$ cat config.mk
export PLATFORM = sky130hd
export DESIGN_NAME = obi_mem_arbiter
export DESIGN_NICKNAME = d
export VERILOG_FILES = /design/src/rtl/riscv_pkg.sv /design/src/rtl/obi_mem_arbiter_id_fifo.sv /design/src/rtl/obi_mem_arbiter.sv
export SDC_FILE = /design/constraint.sdc
export NUM_CORES = 1
export LEC_CHECK = 0
export ABC_AREA = 1
export CAP_MARGIN = 20
export CORE_AREA = 2 2 119 121
export DETAILED_ROUTE_END_ITERATION = 10
export DIE_AREA = 0 0 121 123
export PLACE_DENSITY_LB_ADDON = 0.12
export SYNTH_ARGS = -nofsm -noshare
export SYNTH_HDL_FRONTEND = slang
export SYNTH_SLANG_ARGS = --single-unit
$ cat constraint.sdc
create_clock -name CLK -period 2.3 [get_ports CLK]
set_input_delay 0.345 -clock CLK [delete_from_list [all_inputs] [get_ports CLK]]
set_output_delay 0.345 -clock CLK [all_outputs]
set_load 0.03 [all_outputs]
$ cat src/rtl/riscv_pkg.sv
// Shared core types: port identifiers for the OBI memory arbiter and its lock FSM states.
package riscv_pkg;
  typedef enum logic {PORT_FETCH = 1'b0, PORT_LSU = 1'b1} obi_port_e;
  typedef enum logic {ST_IDLE = 1'b0, ST_WAIT_GNT = 1'b1} obi_lock_e;
  localparam int OBI_MAX_OUT_DEF = 2;
endpackage

$ cat src/rtl/obi_mem_arbiter_id_fifo.sv
// In-order FIFO of request owners; one entry per accepted, not yet answered transaction.
module obi_id_fifo
  import riscv_pkg::*;
#(
  parameter  int DEPTH = OBI_MAX_OUT_DEF,
  localparam int CNT_W = $clog2(DEPTH + 1),
  localparam int PTR_W = (DEPTH > 1) ? $clog2(DEPTH) : 1
) (
  input  logic             clk,
  input  logic             rst_n,
  input  logic             push,
  input  obi_port_e        push_id,
  input  logic             pop,
  output obi_port_e        head,
  output logic             full,
  output logic             empty,
  output logic [CNT_W-1:0] cnt
);
  obi_port_e        id_q [DEPTH];
  obi_port_e        id_d [DEPTH];
  logic [PTR_W-1:0] wptr_q, wptr_d, rptr_q, rptr_d;
  logic [CNT_W-1:0] cnt_q, cnt_d;
  logic             do_push, do_pop;

  function automatic logic [PTR_W-1:0] ptr_inc(input logic [PTR_W-1:0] p);
    return (p == PTR_W'(DEPTH - 1)) ? '0 : p + 1'b1;
  endfunction

  assign full    = (cnt_q == CNT_W'(DEPTH));
  assign empty   = (cnt_q == '0);
  assign cnt     = cnt_q;
  assign head    = id_q[rptr_q];
  assign do_push = push && !full;
  assign do_pop  = pop && !empty;

  always_comb begin
    id_d   = id_q;
    wptr_d = wptr_q;
    rptr_d = rptr_q;
    cnt_d  = cnt_q;
    if (do_push) begin
      id_d[wptr_q] = push_id;
      wptr_d       = ptr_inc(wptr_q);
    end
    if (do_pop) rptr_d = ptr_inc(rptr_q);
    case ({do_push, do_pop})
      2'b10:   cnt_d = cnt_q + 1'b1;
      2'b01:   cnt_d = cnt_q - 1'b1;
      default: cnt_d = cnt_q;
    endcase
  end

  always_ff @(posedge clk or negedge rst_n) begin
    if (!rst_n) begin
      for (int i = 0; i < DEPTH; i++) id_q[i] <= PORT_FETCH;
      wptr_q <= '0;
      rptr_q <= '0;
      cnt_q  <= '0;
    end else begin
      id_q   <= id_d;
      wptr_q <= wptr_d;
      rptr_q <= rptr_d;
      cnt_q  <= cnt_d;
    end
  end
endmodule

$ cat src/rtl/obi_mem_arbiter.sv
// Round-robin 2:1 arbiter sharing one OBI memory between fetch and LSU; responses routed by ID FIFO.
module obi_mem_arbiter
  import riscv_pkg::*;
#(
  parameter int MAX_OUT = OBI_MAX_OUT_DEF,
  parameter int ADDR_W  = 32,
  parameter int DATA_W  = 32
) (
  input  logic              CLK,
  input  logic              RSTn,
  input  logic              f_proc_req,
  input  logic              f_we,
  input  logic [ADDR_W-1:0] f_addr,
  input  logic [DATA_W-1:0] f_wdata,
  output logic              f_mem_rdy,
  output logic [DATA_W-1:0] f_rdata,
  output logic              f_valid,
  input  logic              l_proc_req,
  input  logic              l_we,
  input  logic [ADDR_W-1:0] l_addr,
  input  logic [DATA_W-1:0] l_wdata,
  output logic              l_mem_rdy,
  output logic [DATA_W-1:0] l_rdata,
  output logic              l_valid,
  output logic              mem_proc_req,
  output logic              mem_we,
  output logic [ADDR_W-1:0] mem_addr,
  output logic [DATA_W-1:0] mem_wdata,
  input  logic              mem_mem_rdy,
  input  logic [DATA_W-1:0] mem_rdata,
  input  logic              mem_valid,
  output logic              err
);
  localparam int CNT_W = $clog2(MAX_OUT + 1);

  obi_lock_e        state_q, state_d;
  obi_port_e        sel_q, sel_d, last_grant_q, last_grant_d, sel, head;
  logic             err_q, err_d;
  logic             sel_req, req_int, accept, pop, empty, full, blocked;
  logic [CNT_W-1:0] cnt;

  // Blocking uses only the registered count, so a same-cycle pop cannot reopen the grant.
  assign blocked = (cnt == CNT_W'(MAX_OUT));

  always_comb begin
    sel = sel_q;
    if (state_q == ST_IDLE) begin
      if (f_proc_req && l_proc_req)
        sel = (last_grant_q == PORT_FETCH) ? PORT_LSU : PORT_FETCH;
      else if (l_proc_req) sel = PORT_LSU;
      else                 sel = PORT_FETCH;
    end
  end

  assign sel_req = (sel == PORT_LSU) ? l_proc_req : f_proc_req;
  assign req_int = sel_req && !blocked;
  assign accept  = req_int && mem_mem_rdy;
  assign pop     = mem_valid && !empty;

  // Port outputs are forced low during reset even though the inputs may be active.
  assign mem_proc_req = RSTn && req_int;
  assign f_mem_rdy    = RSTn && accept && (sel == PORT_FETCH);
  assign l_mem_rdy    = RSTn && accept && (sel == PORT_LSU);
  assign mem_we       = RSTn && ((sel == PORT_LSU) ? l_we : f_we);
  assign mem_addr     = RSTn ? ((sel == PORT_LSU) ? l_addr : f_addr) : '0;
  assign mem_wdata    = RSTn ? ((sel == PORT_LSU) ? l_wdata : f_wdata) : '0;
  assign f_rdata      = RSTn ? mem_rdata : '0;
  assign l_rdata      = RSTn ? mem_rdata : '0;
  assign f_valid      = pop && (head == PORT_FETCH);
  assign l_valid      = pop && (head == PORT_LSU);
  assign err          = err_q;

  always_comb begin
    state_d      = state_q;
    sel_d        = sel_q;
    last_grant_d = last_grant_q;
    err_d        = err_q || (mem_valid && empty);
    if (accept) last_grant_d = sel;
    case (state_q)
      ST_IDLE:
        if (req_int && !mem_mem_rdy) begin
          state_d = ST_WAIT_GNT;
          sel_d   = sel;
        end
      ST_WAIT_GNT:
        if (accept || !sel_req) state_d = ST_IDLE;
      default: state_d = ST_IDLE;
    endcase
  end

  always_ff @(posedge CLK or negedge RSTn) begin
    if (!RSTn) begin
      state_q      <= ST_IDLE;
      sel_q        <= PORT_FETCH;
      last_grant_q <= PORT_FETCH;
      err_q        <= 1'b0;
    end else begin
      state_q      <= state_d;
      sel_q        <= sel_d;
      last_grant_q <= last_grant_d;
      err_q        <= err_d;
    end
  end

  obi_id_fifo #(.DEPTH(MAX_OUT)) u_fifo (
    .clk     (CLK),
    .rst_n   (RSTn),
    .push    (accept),
    .push_id (sel),
    .pop     (pop),
    .head    (head),
    .full    (full),
    .empty   (empty),
    .cnt     (cnt)
  );

  // Arbitration already withholds requests at capacity, so a full FIFO must never see a push.
  always_ff @(posedge CLK) begin
    if (RSTn) assert (!(accept && full));
  end
endmodule

==> out/metrics.cfg, run 1 <==
[timing]
hold_ws_ns = 0.0821
setup_viol = 0
skew_ns = 0.00381
finalWorstSetupSlack_ns = 0.107
slew_viol_final = 0
worst_slew_pin_slew_ns = 0.367
hold_violations = 0
finalCriticalPeriod_ns = 2.19
finalCritPeriodShare_pct = 95.3
slew_headroom_pct = 75.5
fmax_mhz = 456

[pwr]
leakage_uw = 0.00240
ir_drop_uv = 461
power-per-cell-area_mw_per_mm2 = 700

[yosys]
synth_area_leaders = nor2_1 (25%), o21ai_0 (17%), dfrtp_1 (12%)
synth.most_common_cell = nor2_1
synth_flop_cell = dfrtp_1
ys_types = 24
syn_nets = 555
synthTopCellsByCount = nor2_1 (135), o21ai_0 (68), nand2_1 (49)
ys_ff_latch = 10
yosys_warnings = 0
syn_inst = 386
synth_edf_count = 0
async_flop_share_pct = 100
synth-seq-area-share_pct = 12.5
yosysTopAreaCell = nor2_1
netlist_area_mm2 = 0.00200
yosysTopAreaCellShare_pct = 25.3
postSynthAreaPerCell_um2 = 5.19

[clocking]
clk_latency_ns = 0.24
root_buffer = clkbuf_16
clk_pin_slew_ns = 0.04
cts_buffer_depth = 2
clock_sinks = 10
cts_tree = built
hold_buffers = 0
cts_buffers = 3
cts.htree.levels = 1

[status]
status = finished, final reports clean

[global_routing]
grt.overflow.total = 0
grt_max_degree = 63
grt_util_all_layers_pct = 13.4
antenna_found_initial = 0
grt_pass1_wl_um = 15800
grt_pass1_vias = 2933

[finish]
drive_above_1_share_pct = 15.8
syn_to_final_growth_pct = 149
nets = 817
seq_area_um2 = 250
design_area_mm2 = 0.00499
diodes = 0
num-fill-cells = 1455
stdcell_count = 827
multi_input_comb_area_mm2 = 0.00123

[place]
dpl_cell_area_mm2 = 0.00480
dp_hpwl_um = 9080
io_buffers = 302
place_ws_ns = 0.00766
gp_congestion = 0.827
dp_cells = 821

[critical_path]
critPathKind = in -> out
max_stage_delay_ns = 0.51
critical_path_buf_inv_count = 3
critPathMaxFanout = 29
crit_arrival_ns = 1.85
path_cells = clkdlybuf4s50_1 -> nand2_2 -> nand3_4 -> nand2_8 -> buf_16 -> o21ai_0 -> nor2_1 -> buf_4
critPathCaptureType = output pin
startpoint_type = primary input
critPathTopFamily = buffers and inverters
crit_slowest_cell = clkdlybuf4s50_1
critPathRequiredTime_ns = 1.96

[floorplanning]
fp.coreArea_mm2 = 0.0136
rows = 43
die_h_um = 123
io_pins = 303
dieArea_mm2 = 0.0149
start_util_pct = 14.7
die_w_um = 121

[route]
viasPerCell = 3.94
finalWirelength_um = 11500
drt-pass1-iter-count = 4
vias = 3256
drc_errors = 0
wl_per_cell_um = 13.9
drt-initial-drc-count = 118
antenna_left = 0

[min_path]
holdCritPathClass = in -> async

[flow_run]
cap_violations = 0

[registers in the layout (all words and copies together) (netlist names)]
name and flops:
err 1, last_grant_q 1, sel_q 1, state_q 1
u_fifo.cnt 2, u_fifo.id_q 2, u_fifo.rptr_q 1, u_fifo.wptr_q 1
[logic make-up after synthesis]
kind of cell	after synthesis	synth area share, %
adders and majority gates	1	0.625
buffers and inverters	100	27.4
AOI/OAI and AO/OA	70	17.7
and+or+nand+nor	202	40.5
xor gates and xnor gates	3	1.31
DFF	10	12.5
[report_power, final]
| group | switching, µW | internal [µW] | total (µW) |
|---|---|---|---|
| clock | 87.4 | 262 | 349 |
| combinational | 1670 | 1150 | 2830 |
| sequential | 55.7 | 258 | 313 |
| total | 1820 | 1670 | 3490 |
[area by class of cell]
| class | instances | share of cell area, % |
|---|---|---|
| inverters | 43 | 3.34 |
| flip-flops and latches | 10 | 5.02 |
| well taps | 180 | 4.52 |
| repair buffers | 314 | 60.6 |
| clock buffers | 4 | 1.78 |
| multi-input cells | 276 | 24.7 |
[stage by stage]
stage,TNS (ns),total power [µW],util (%)
after floorplan,0,1940,-
after global placement,0,2990,35.3
after detailed placement,0,3000,35.3
after CTS,0,3350,35.9
after global routing,-0.00520,3740,36.6
final,0,3490,36.6
[final timing paths]
check	depth (start not counted)	from	to	slack, ns
worst min register to register	1	err$_DFF_PN0_	err$_DFF_PN0_	0.47
max in group asynchronous	4	RSTn	u_fifo.id_q[1]$_DFFE_PN0P_	1.40
worst max-delay path	8	f_proc_req	mem_addr[16]	0.11
worst max register to register	9	state_q$_DFF_PN0_	u_fifo.cnt[1]$_DFFE_PN0P_	0.50
min in group CLK	1	err$_DFF_PN0_	err$_DFF_PN0_	0.47
worst min-delay path	2	RSTn	last_grant_q$_DFFE_PN0N_	0.08
[layer usage]
layer	up-vias	share of wire (%)	track usage, %
met1	1439	38	14.9
met2	134	54	26.7
met4	0	1.1	2.47
met3	11	7.3	2.26
li1	1672	-	-
met5	-	0	0
[repair_timing]
action	in CTS	in global routing
endpoints found under the setup margin	0	19
hold endpoints to repair	0	0
resized for setup	0	11
setup buffers	0	0
[placed cells by master, fill, tap and decap left out]
cell type / Yosys / layout
nand4_1: 3 / 3
nand3_4: 0 / 1
o21ai_0: 68 / 66
nand2_1: 49 / 48
inv_2: 2 / 1
a21oi_1: 1 / 1
clkbuf_8: 0 / 1
buf_16: 0 / 1
buf_12: 0 / 3
buf_2: 6 / 1
xor2_1: 2 / 2
nor2_1: 135 / 135
clkdlybuf4s50_1: 0 / 228
nand3_2: 2 / 2
dlymetal6s2s_1: 0 / 1
nand2_2: 2 / 3
or2_2: 1 / 1
nand3_1: 6 / 5
inv_6: 0 / 1
dfrtp_1: 10 / 10
clkbuf_16: 0 / 5
nor2_4: 0 / 1
o21ai_1: 0 / 2
nand2_8: 0 / 1
buf_4: 32 / 78
nor3_2: 1 / 1
ha_1: 1 / 1
xnor2_1: 1 / 1
or2_0: 1 / 1
a31o_2: 1 / 1
inv_1: 41 / 41
(Power assumes the default switching activity.)
==> inputs of run 2 (changes only) <==
--- a/config.mk
+++ b/config.mk
@@ -11,6 +11,7 @@
 export DETAILED_ROUTE_END_ITERATION = 10
 export DIE_AREA = 0 0 121 123
 export PLACE_DENSITY_LB_ADDON = 0.12
+export SETUP_SLACK_MARGIN = 0.05
 export SYNTH_ARGS = -nofsm -noshare
 export SYNTH_HDL_FRONTEND = slang
 export SYNTH_SLANG_ARGS = --single-unit
==> run 2 against run 1 <==
  * First-iteration DRC count up 25%
  * Sequential power about the same
  * Critical path depth is 4 lower
  * Worst hold slack got worse by 0.00054 ns
  * Final cell count rose by 0.36%
  * Clock skew is essentially flat
==> out/metrics.cfg, run 2 (synthesized netlist as in run 1, its figures left out) <==
[critical_path]
startpoint_type = primary input
critPathKind = in -> out
critPathMaxFanout = 4  ; -86%
critPathRequiredTime_ns = 1.96  ; about the same
crit_arrival_ns = 1.76  ; -0.09 ns
critPathCaptureType = output pin

[timing]
finalCriticalPeriod_ns = 2.10  ; -0.0891 ns
slew_headroom_pct = 75.2  ; -0.30 points
fmax_mhz = 475  ; +4.2%
setup_viol = 0  ; unchanged
rsz0062_at_grt = no
hold_ws_ns = 0.0816  ; -0.000541 ns
finalCritPeriodShare_pct = 91.5  ; -3.9 points
hold_violations = 0  ; unchanged
final.setup.tns_ns = 0  ; unchanged
slew_viol_final = 0  ; unchanged
worst_slew_pin_slew_ns = 0.372  ; +0.00454 ns
skew_ns = 0.00364  ; -0.000171 ns

[finish]
mostFrequentLayoutCells = clkdlybuf4s50_1 (226), nor2_1 (135), buf_4 (81), o21ai_0 (65), nand2_1 (48)
drive_above_1_share_pct = 16.2  ; +0.39 points
syn_to_final_growth_pct = 150
nets = 820  ; +0.37%
diodes = 0  ; unchanged
final_common_cell = clkdlybuf4s50_1
num-fill-cells = 1452  ; -0.21%
design_area_mm2 = 0.00501  ; +0.55%
multi_input_comb_area_mm2 = 0.00123  ; unchanged
seq_area_um2 = 250  ; unchanged
final_util_pct = 36.8  ; +0.20 points

[global_routing]
antenna_found_initial = 0  ; unchanged
grtUsageMet3_pct = 2.26  ; unchanged
busiest_layer = met2
grt_max_degree = 63  ; unchanged
grt_pass1_wl_um = 15800  ; unchanged
grt.overflow.total = 0  ; unchanged
grt_pass1_vias = 2933  ; unchanged
grt_util_all_layers_pct = 13.4  ; unchanged
grt_use_met1_pct = 14.9  ; unchanged
grtUsageMet2_pct = 26.7  ; unchanged

[route]
drc_errors = 0  ; unchanged
finalWirelength_um = 11600  ; +0.70%
viasPerCell = 3.97  ; +0.80%
vias = 3294  ; +1.2%
antenna_left = 0  ; unchanged
wl_per_cell_um = 14.0  ; +0.34%
drt-pass1-iter-count = 4  ; unchanged
drt-initial-drc-count = 148  ; +25%

[floorplanning]
start_util_pct = 14.7  ; unchanged
dieArea_mm2 = 0.0149  ; unchanged
io_pins = 303  ; unchanged
die_h_um = 123  ; unchanged
fp.coreArea_mm2 = 0.0136  ; unchanged
die_w_um = 121  ; unchanged
rows = 43  ; unchanged

[pwr]
leakage_uw = 0.00243  ; +1.4%
finalPower_uw = 3530  ; +1.2%
power-per-cell-area_mw_per_mm2 = 704  ; +0.61%
ir_drop_uv = 443  ; -3.8%

[place]
dpl_cell_area_mm2 = 0.00480  ; unchanged
io_buffers = 302  ; unchanged
gp_congestion = 0.827  ; unchanged
dp_hpwl_um = 9080  ; unchanged

[min_path]
holdCritPathClass = in -> async

[status]
status = finished, final reports clean

[clocking]
clk_pin_slew_ns = 0.04  ; about the same
clk_latency_ns = 0.24  ; about the same
root_buffer = clkbuf_16
cts_tree = built
cts_buffers = 3  ; unchanged
cts.htree.levels = 1  ; unchanged
cts_buffer_depth = 2  ; unchanged
clock_sinks = 10  ; unchanged

[flow_run]
cap_violations = 0  ; unchanged

## run 2: cell types whose count changed in the layout (fill, tap and decap cells not counted), sizes merged
| cell | before | now |
|---|---|---|
| buf | 83 | 86 |
| clkdlybuf4s50 | 228 | 226 |
| dlymetal6s2s | 1 | 3 |
## run 2: through the flow
step | setup WS (ns) | instances
after floorplan | 0.560 | 386
after global placement | 0.0155 | 821
after detailed placement | 0.00766 | 821
after CTS | 0.0581 | 825
after global routing | 0.129 | 830
final | 0.196 | 830
## run 2: power breakdown
group | leakage (µW) | switching [µW] | internal, µW
Sequential | 0.000119 | 56.8 | 258
Combinational | 0.00227 | 1680 | 1180
Clock | 0.0000442 | 87.6 | 262
Total | 0.00243 | 1830 | 1700
## run 2: critical path: stages
cell,delay [ns]
clkdlybuf4s50_1,0.48
nand2_1,0.12
nor2_1,0.13
clkdlybuf4s50_1,0.69
## run 2: routing by layer
layer | routed length (µm) | vias to the layer above
li1 | - | 1676
met1 | 4360 | 1481
met2 | 6280 | 126
met3 | 841 | 11
met4 | 127 | 0
met5 | 0 | -
## run 2: cell type report
type / count / share of cell area (%)
clock buffers: 4 / 1.77
inverters: 43 / 3.32
flip-flops and latches: 10 / 4.99
well taps: 180 / 4.49
repair buffers: 317 / 60.8
multi-input cells: 276 / 24.6
## run 2: path summary, 6_finish.rpt
check / start / to / slack [ns] / depth (start not counted)
setup / recovery: mem_valid / l_valid / 0.20 / 4
hold / removal: RSTn / err$_DFF_PN0_ / 0.08 / 2
setup reg to reg: state_q$_DFF_PN0_ / u_fifo.cnt[1]$_DFFE_PN0P_ / 0.51 / 10
hold reg to reg: err$_DFF_PN0_ / err$_DFF_PN0_ / 0.47 / 1
max in group asynchronous: RSTn / u_fifo.id_q[1]$_DFFE_PN0P_ / 1.39 / 4
min in group CLK: err$_DFF_PN0_ / err$_DFF_PN0_ / 0.47 / 1
## run 2: timing repair
action / in CTS / in global routing
gates resized for setup: 1 / 13
endpoints found under the setup margin: 1 / 54
setup buffers: 0 / 3
pin swaps: 0 / 1
gates cloned: 0 / 2
hold buffers: 0 / 0
